[config.mk]
export PLATFORM = sky130hd
export DESIGN_NAME = lzss_decoder_flat
export DESIGN_NICKNAME = d
export VERILOG_FILES = /design/src/rtl/lzss_decoder_if.sv /design/src/rtl/lzss_decoder.sv /design/src/flat_wrapper.sv
export SDC_FILE = /design/constraint.sdc
export NUM_CORES = 1
export LEC_CHECK = 0
export ABC_AREA = 1
export CAP_MARGIN = 20
export CORE_ASPECT_RATIO = 0.75
export CORE_MARGIN = 2
export CORE_UTILIZATION = 30
export DETAILED_ROUTE_END_ITERATION = 16
export PLACE_DENSITY = 0.55
export SLEW_MARGIN = 20
export SYNTH_ARGS = -nofsm -noshare
export SYNTH_HDL_FRONTEND = slang
export SYNTH_SLANG_ARGS = --single-unit
[constraint.sdc]
create_clock -name clk -period 2.2 [get_ports clk]
set_input_delay 0.33 -clock clk [delete_from_list [all_inputs] [get_ports clk]]
set_output_delay 0.33 -clock clk [all_outputs]
set_load 0.005 [all_outputs]
[src/rtl/lzss_decoder_if.sv]
// Token-in / word-out handshake bundle for the LZSS decoder.
// The master side supplies tokens and consumes words; the slave side is the decoder.
interface lzss_decoder_if #(
  parameter int WORD_SIZE = 8
);
  logic                 w_en;
  logic [WORD_SIZE:0]   data_i;
  logic                 i_ready;
  logic [WORD_SIZE-1:0] data_o;
  logic                 o_valid;
  logic                 rd_en;

  modport master (
    output w_en, data_i, rd_en,
    input  i_ready, data_o, o_valid
  );

  modport slave (
    input  w_en, data_i, rd_en,
    output i_ready, data_o, o_valid
  );
endinterface

[src/rtl/lzss_decoder.sv]
// LZSS token decoder.
// Expands literals and offset/length references into a byte stream, one word per cycle.
module lzss_decoder #(
  parameter int WORD_SIZE   = 8,
  parameter int WINDOW_SIZE = 32
) (
  input  logic           clk,
  input  logic           rst_n,
  lzss_decoder_if.slave  bus,
  output logic           busy,
  output logic           err
);
  localparam int OFFSET_BITS      = $clog2(WINDOW_SIZE);
  localparam int LENGTH_BITS      = WORD_SIZE - OFFSET_BITS;
  localparam int MAX_LENGTH_VALUE = 2**LENGTH_BITS - 1;
  localparam int REM_W            = $clog2(MAX_LENGTH_VALUE + 1);
  localparam int FILL_W           = OFFSET_BITS + 1;

  typedef enum logic {IDLE, COPY} state_t;

  state_t                 state_q, state_d;
  logic [WORD_SIZE-1:0]   hist_q [WINDOW_SIZE];
  logic [OFFSET_BITS-1:0] off_q, off_d;
  logic [REM_W-1:0]       rem_q, rem_d;
  logic [FILL_W-1:0]      fill_q;
  logic                   slot_free, accept, emit, err_set;
  logic [WORD_SIZE-1:0]   emit_word;
  logic                   tok_ref;
  logic [OFFSET_BITS-1:0] tok_off;
  logic [REM_W-1:0]       tok_len;

  assign slot_free   = !bus.o_valid || bus.rd_en;
  assign bus.i_ready = (state_q == IDLE) && slot_free;
  assign accept      = bus.w_en && bus.i_ready;
  assign busy        = (state_q == COPY);
  assign tok_ref     = bus.data_i[WORD_SIZE];
  assign tok_off     = bus.data_i[WORD_SIZE-1:LENGTH_BITS];
  assign tok_len     = bus.data_i[LENGTH_BITS-1:0];

  always_ff @(posedge clk or negedge rst_n) begin
    if (!rst_n) state_q <= IDLE;
    else        state_q <= state_d;
  end

  always_comb begin
    state_d   = state_q;
    off_d     = off_q;
    rem_d     = rem_q;
    emit      = 1'b0;
    emit_word = hist_q[off_q];
    err_set   = 1'b0;
    unique case (state_q)
      IDLE: begin
        if (accept) begin
          if (!tok_ref) begin
            emit      = 1'b1;
            emit_word = bus.data_i[WORD_SIZE-1:0];
          end else begin
            // Reaching past what has been emitted still copies (zeros) but is flagged.
            if ({1'b0, tok_off} >= fill_q) err_set = 1'b1;
            if (tok_len == '0) begin
              err_set = 1'b1;
            end else begin
              emit      = 1'b1;
              emit_word = hist_q[tok_off];
              if (tok_len != REM_W'(1)) begin
                state_d = COPY;
                off_d   = tok_off;
                rem_d   = tok_len - 1'b1;
              end
            end
          end
        end
      end
      COPY: begin
        // The history shifts on every emit, so a fixed offset replays overlapping runs.
        if (slot_free) begin
          emit  = 1'b1;
          rem_d = rem_q - 1'b1;
          if (rem_q == REM_W'(1)) state_d = IDLE;
        end
      end
      default: state_d = IDLE;
    endcase
  end

  always_ff @(posedge clk or negedge rst_n) begin
    if (!rst_n) begin
      off_q       <= '0;
      rem_q       <= '0;
      fill_q      <= '0;
      err         <= 1'b0;
      bus.data_o  <= '0;
      bus.o_valid <= 1'b0;
      for (int i = 0; i < WINDOW_SIZE; i++) hist_q[i] <= '0;
    end else begin
      off_q <= off_d;
      rem_q <= rem_d;
      if (err_set) err <= 1'b1;
      if (emit) begin
        bus.data_o  <= emit_word;
        bus.o_valid <= 1'b1;
        for (int i = WINDOW_SIZE-1; i > 0; i--) hist_q[i] <= hist_q[i-1];
        hist_q[0] <= emit_word;
        if (fill_q != FILL_W'(WINDOW_SIZE)) fill_q <= fill_q + 1'b1;
      end else if (bus.rd_en) begin
        bus.o_valid <= 1'b0;
      end
    end
  end
endmodule
[src/flat_wrapper.sv]
// flat-port wrapper written by rule: the top's interface ports become plain ports
module lzss_decoder_flat 
#(
  parameter int WORD_SIZE   = 8,
  parameter int WINDOW_SIZE = 32
)
  (clk, rst_n, busy, err, bus_w_en, bus_data_i, bus_rd_en, bus_i_ready, bus_data_o, bus_o_valid);
  lzss_decoder_if #(.WORD_SIZE(WORD_SIZE)) bus_i ();
  input  logic clk;
  input  logic rst_n;
  output logic busy;
  output logic err;
  input wire logic [$bits(bus_i.w_en)-1:0] bus_w_en;
  input wire logic [$bits(bus_i.data_i)-1:0] bus_data_i;
  input wire logic [$bits(bus_i.rd_en)-1:0] bus_rd_en;
  output wire logic [$bits(bus_i.i_ready)-1:0] bus_i_ready;
  output wire logic [$bits(bus_i.data_o)-1:0] bus_data_o;
  output wire logic [$bits(bus_i.o_valid)-1:0] bus_o_valid;
  assign bus_i.w_en = bus_w_en;
  assign bus_i.data_i = bus_data_i;
  assign bus_i.rd_en = bus_rd_en;
  assign bus_i_ready = bus_i.i_ready;
  assign bus_data_o = bus_i.data_o;
  assign bus_o_valid = bus_i.o_valid;
  lzss_decoder #(.WORD_SIZE(WORD_SIZE), .WINDOW_SIZE(WINDOW_SIZE)) u_core (.clk(clk), .rst_n(rst_n), .bus(bus_i), .busy(busy), .err(err));
endmodule
==> report_table.html <==
<table>
<tr><th>Metric</th><th>Value</th></tr>
<tr><th colspan="2">Hold path</th></tr>
<tr><td>Worst min-delay path class</td><td>input port to asynchronous set/reset pin</td></tr>
<tr><th colspan="2">Finish</th></tr>
<tr><td>Fraction of final layout cells sized beyond drive strength 1</td><td>0.0718</td></tr>
<tr><td>Final net count</td><td>~2.3k</td></tr>
<tr><td>Final Util</td><td>0.349</td></tr>
<tr><td>Diodes inserted</td><td>0</td></tr>
<tr><td>Commonest cells after routing, fill and taps aside</td><td>829 x sky130_fd_sc_hd__nand2_1, 330 x sky130_fd_sc_hd__nand3_1, 270 x sky130_fd_sc_hd__dfrtp_1, 247 x sky130_fd_sc_hd__o21ai_0, 215 x sky130_fd_sc_hd__inv_1</td></tr>
<tr><td>Finished Layout Cells</td><td>about 3k</td></tr>
<tr><td>Area Growth Syn to Fin</td><td>14.2%</td></tr>
<tr><td>Most common cell after layout, fill and taps aside</td><td>sky130_fd_sc_hd__nand2_1</td></tr>
<tr><th colspan="2">Routing</th></tr>
<tr><td>DRT Pass-1 Iters</td><td>6</td></tr>
<tr><td>Via density per instance</td><td>just over 5</td></tr>
<tr><td>Final routed DRC violation total</td><td>0</td></tr>
<tr><td>Drt initial violations</td><td>~1.6k</td></tr>
<tr><td>Routed wire length</td><td>50.6 mm</td></tr>
<tr><td>Average wire per cell in the routed design</td><td>roughly 17 um</td></tr>
<tr><td>Number of nets with antenna violations after routing</td><td>0</td></tr>
<tr><td>Number of vias after detailed routing</td><td>15.0k</td></tr>
<tr><th colspan="2">Worst setup path</th></tr>
<tr><td>Critical Path Sink Type</td><td>primary output</td></tr>
<tr><td>Startpoint-to-endpoint class of the critical path</td><td>flip-flop to primary output</td></tr>
<tr><td>Startpoint types</td><td>flip-flop</td></tr>
<tr><td>Critical Path Source</td><td>u_core.busy</td></tr>
<tr><td>CP Data Required Time</td><td>approximately 1900 ps</td></tr>
<tr><td>Data arrival time of the worst path</td><td>about 1800 ps</td></tr>
<tr><td>Maximum fanout count along the critical path</td><td>9</td></tr>
<tr><td>Worst r2r src</td><td>u_core.off_q[0]</td></tr>
<tr><th colspan="2">Timing</th></tr>
<tr><td>Transition time at the pin with the least slew margin</td><td>449 ps</td></tr>
<tr><td>Achievable clock frequency</td><td>480 MHz</td></tr>
<tr><td>Final max-slew violation count</td><td>0</td></tr>
<tr><td>Final hold slack</td><td>270 ps</td></tr>
<tr><td>Clock Skew</td><td>approximately 18 ps</td></tr>
<tr><td>Tcrit/Tclk final</td><td>0.947</td></tr>
<tr><td>Minimum period implied by the final worst setup slack</td><td>approximately 2100 ps</td></tr>
<tr><td>Setup_tns</td><td>0 ps</td></tr>
<tr><td>Final setup violation count</td><td>0</td></tr>
<tr><td>Worst max-slew margin expressed relative to the limit</td><td>0.700</td></tr>
<tr><td>Endpoints failing hold</td><td>0</td></tr>
<tr><td>Unrepaired setup endpoints after global routing</td><td>no</td></tr>
<tr><th colspan="2">Logic synthesis</th></tr>
<tr><td>Cell type with the highest aggregate area in the netlist</td><td>sky130_fd_sc_hd__dfrtp_1</td></tr>
<tr><td>Top flip-flop cell by instance count after synthesis</td><td>sky130_fd_sc_hd__dfrtp_1</td></tr>
<tr><td>Post-synthesis average cell area</td><td>around 7.0 sq um</td></tr>
<tr><td>Portion of the post-synthesis area used by sequential elements</td><td>0.431</td></tr>
<tr><td>Post-synth EDFFs</td><td>0</td></tr>
<tr><td>Post-synth top area share</td><td>0.431</td></tr>
<tr><td>Number of warnings printed during yosys synthesis</td><td>0</td></tr>
<tr><td>Count of cell types in the netlist</td><td>32</td></tr>
<tr><td>Fraction of synthesis flops using an asynchronous set or reset pin</td><td>1.00</td></tr>
<tr><td>Cells after Synth</td><td>2265</td></tr>
<tr><td>Number of storage elements in the synthesis netlist</td><td>about 270</td></tr>
<tr><td>Synthesized net count</td><td>2290</td></tr>
<tr><td>Most area-consuming cells after synthesis</td><td>sky130_fd_sc_hd__dfrtp_1 43%, sky130_fd_sc_hd__nand2_1 20%, sky130_fd_sc_hd__nand3_1 10%</td></tr>
<tr><td>Mapped Area</td><td>about 0.016 sq mm</td></tr>
<tr><th colspan="2">Floorplan</th></tr>
<tr><td>Die outline area</td><td>approximately 0.055 sq mm</td></tr>
<tr><td>Initial Utilization</td><td>0.306</td></tr>
<tr><td>Row count</td><td>72</td></tr>
<tr><td>IO Pins</td><td>25</td></tr>
<tr><td>Placeable core region</td><td>slightly above 0.05 sq mm</td></tr>
<tr><td>Die Span X</td><td>~270 um</td></tr>
<tr><td>Die H</td><td>roughly 200 um</td></tr>
<tr><th colspan="2">Global routing</th></tr>
<tr><td>Total global-route track usage</td><td>0.185</td></tr>
<tr><td>Via count of the first global-routing pass</td><td>between 10k and 15k</td></tr>
<tr><td>Maximum number of pins on one net before global-route repair</td><td>85</td></tr>
<tr><td>First-pass GRT wire length</td><td>81.2 mm</td></tr>
<tr><td>Number of antenna violations at the first check in global routing</td><td>0</td></tr>
<tr><td>Overflow after GRT</td><td>0</td></tr>
<tr><th colspan="2">Pwr</th></tr>
<tr><td>Internal power consumption</td><td>between 10 and 15 mW</td></tr>
<tr><td>Part of the total power dissipated in sequential elements</td><td>0.342</td></tr>
<tr><td>Clock Power Share</td><td>0.210</td></tr>
<tr><td>Power, Total</td><td>about 25 mW</td></tr>
<tr><td>Logic pwr share</td><td>0.448</td></tr>
<tr><td>PwrDens</td><td>around 1400 mW/mm^2</td></tr>
<tr><td>Peak supply drop</td><td>0.633 mV</td></tr>
<tr><td>Net switching power</td><td>between 10 and 15 mW</td></tr>
<tr><td>Static leakage</td><td>about 8.2 nW</td></tr>
<tr><td>Proportion of total power due to net switching</td><td>0.445</td></tr>
<tr><th colspan="2">Clock network</th></tr>
<tr><td>TritonCTS clock tree</td><td>built</td></tr>
<tr><td>Master cell of the clock root buffer</td><td>sky130_fd_sc_hd__clkbuf_16</td></tr>
<tr><td>Clock-pin slew on the worst setup and hold paths</td><td>~60 ps</td></tr>
<tr><td>CTS H-tree depth</td><td>1</td></tr>
<tr><td>Number of buffers between clock root and the deepest sink</td><td>3</td></tr>
<tr><td>Clock latency reported for the late side of the worst-skew pair</td><td>~570 ps</td></tr>
<tr><td>Number of clock buffers inserted by TritonCTS</td><td>29</td></tr>
<tr><td>Sink Count</td><td>273</td></tr>
<tr><th colspan="2">Place</th></tr>
<tr><td>Placed Cells</td><td>a little under 3k</td></tr>
<tr><td>I/O Buffers</td><td>24</td></tr>
<tr><td>GP Congestion</td><td>~0.84</td></tr>
<tr><td>Final HPWL from detailed placement</td><td>31.3 mm</td></tr>
<tr><th colspan="2">Flow run</th></tr>
<tr><td>Total of max-cap violations</td><td>0</td></tr>
<tr><th colspan="2">Status</th></tr>
<tr><td>Status</td><td>finished, final reports clean</td></tr>
</table>
[critical path, cell delays in order, from the launching register on]
cell	delay (ps)
sky130_fd_sc_hd__dfrtp_2	460
sky130_fd_sc_hd__inv_2	90
sky130_fd_sc_hd__nand2_2	50
sky130_fd_sc_hd__inv_2	80
sky130_fd_sc_hd__clkdlybuf4s50_1	500
[metal layers]
layer | vias to the layer above | GRT usage | routed length [um]
li1 | 7207 | - | -
met1 | 7192 | 0.274 | 24300
met2 | 515 | 0.283 | 21800
met3 | 74 | 0.0264 | 3580
met4 | 0 | 0.0423 | 970
met5 | - | 0 | 0
[path summary, 6_finish.rpt]
check | cells after the start | endpoint | slack (ps)
max | 4 | bus_i_ready | 120
min | 2 | u_core.hist_q[26] | 270
max reg2reg | 12 | u_core.bus.data_o[5] | 270
min reg2reg | 1 | u_core.err | 480
max in group asynchronous | 3 | u_core.hist_q[157] | 1230
min in group clk | 6 | u_core.bus.o_valid | 480
[cell families after synthesis]
kind of cell / Yosys count / share of synthesized area
xor+xnor: 6 / 0.00331
fa+ha+maj: 12 / 0.00947
buf+inv: 387 / 0.114
simple gates: 1214 / 0.320
flops: 273 / 0.431
compound gates: 373 / 0.122
[stage by stage]
stage | setup WS (ps) | cell area [sq um]
after detailed placement | -124 | 17100
after global placement | -105 | 17100
after global routing | 36.1 | 18100
final | 116 | 18100
after CTS | 63.0 | 18100
after floorplan | 583 | 15900
[area by class of cell]
cell class                 instances  area [sq um]
inverter                         226           858
timing repair buffer             113          1310
sequential                       273          6840
tap                              703           880
clock inverter                    11           170
clock buffer                      43           848
multi-input combinational       1605          7210
fill                            5581         33800
[power groups by stage]
stage | combinational, mW | sequential [mW] | clock, mW
floorplan | 8.15 | 8.11 | 0
global placement | 11.1 | 8.61 | 0
detailed placement | 11.2 | 8.65 | 0
CTS | 11.3 | 8.58 | 5.42
global route | 12.7 | 8.89 | 5.63
finish | 11.3 | 8.61 | 5.30
[flip-flops by register name, indices dropped and copies added (netlist names)]
signal / cells
u_core.bus.data_o: 8
u_core.bus.o_valid: 1
u_core.busy: 1
u_core.err: 1
u_core.fill_q: 6
u_core.hist_q: 248
u_core.off_q: 5
u_core.rem_q: 3
[synthesized netlist by cell type (2+ instances only)]
| library cell | number |
|---|---|
| sky130_fd_sc_hd__inv_1 | 215 |
| sky130_fd_sc_hd__nor2_1 | 33 |
| sky130_fd_sc_hd__a21o_1 | 2 |
| sky130_fd_sc_hd__inv_4 | 4 |
| sky130_fd_sc_hd__nand2_4 | 2 |
| sky130_fd_sc_hd__o21ai_0 | 247 |
| sky130_fd_sc_hd__buf_4 | 41 |
| sky130_fd_sc_hd__o211ai_1 | 18 |
| sky130_fd_sc_hd__ha_1 | 12 |
| sky130_fd_sc_hd__a22oi_1 | 2 |
| sky130_fd_sc_hd__buf_1 | 13 |
| sky130_fd_sc_hd__inv_2 | 7 |
| sky130_fd_sc_hd__o21ai_1 | 46 |
| sky130_fd_sc_hd__a21oi_1 | 56 |
| sky130_fd_sc_hd__nor3_2 | 2 |
| sky130_fd_sc_hd__xor2_1 | 5 |
| sky130_fd_sc_hd__clkbuf_2 | 16 |
| sky130_fd_sc_hd__nand3_1 | 330 |
| sky130_fd_sc_hd__nand4_1 | 11 |
| sky130_fd_sc_hd__buf_2 | 53 |
| sky130_fd_sc_hd__nand2_2 | 3 |
| sky130_fd_sc_hd__clkbuf_1 | 23 |
| sky130_fd_sc_hd__buf_6 | 15 |
| sky130_fd_sc_hd__nand2_1 | 829 |
| sky130_fd_sc_hd__dfrtp_1 | 273 |
[repair_timing]
action,4_1_cts,5_1_grt
hold buffers,1,0
setup endpoints to repair,0,1
hold endpoints to repair,38,0
resized for setup,0,1
setup buffers,0,0
Note: power is estimated with default switching activity, not from simulation.
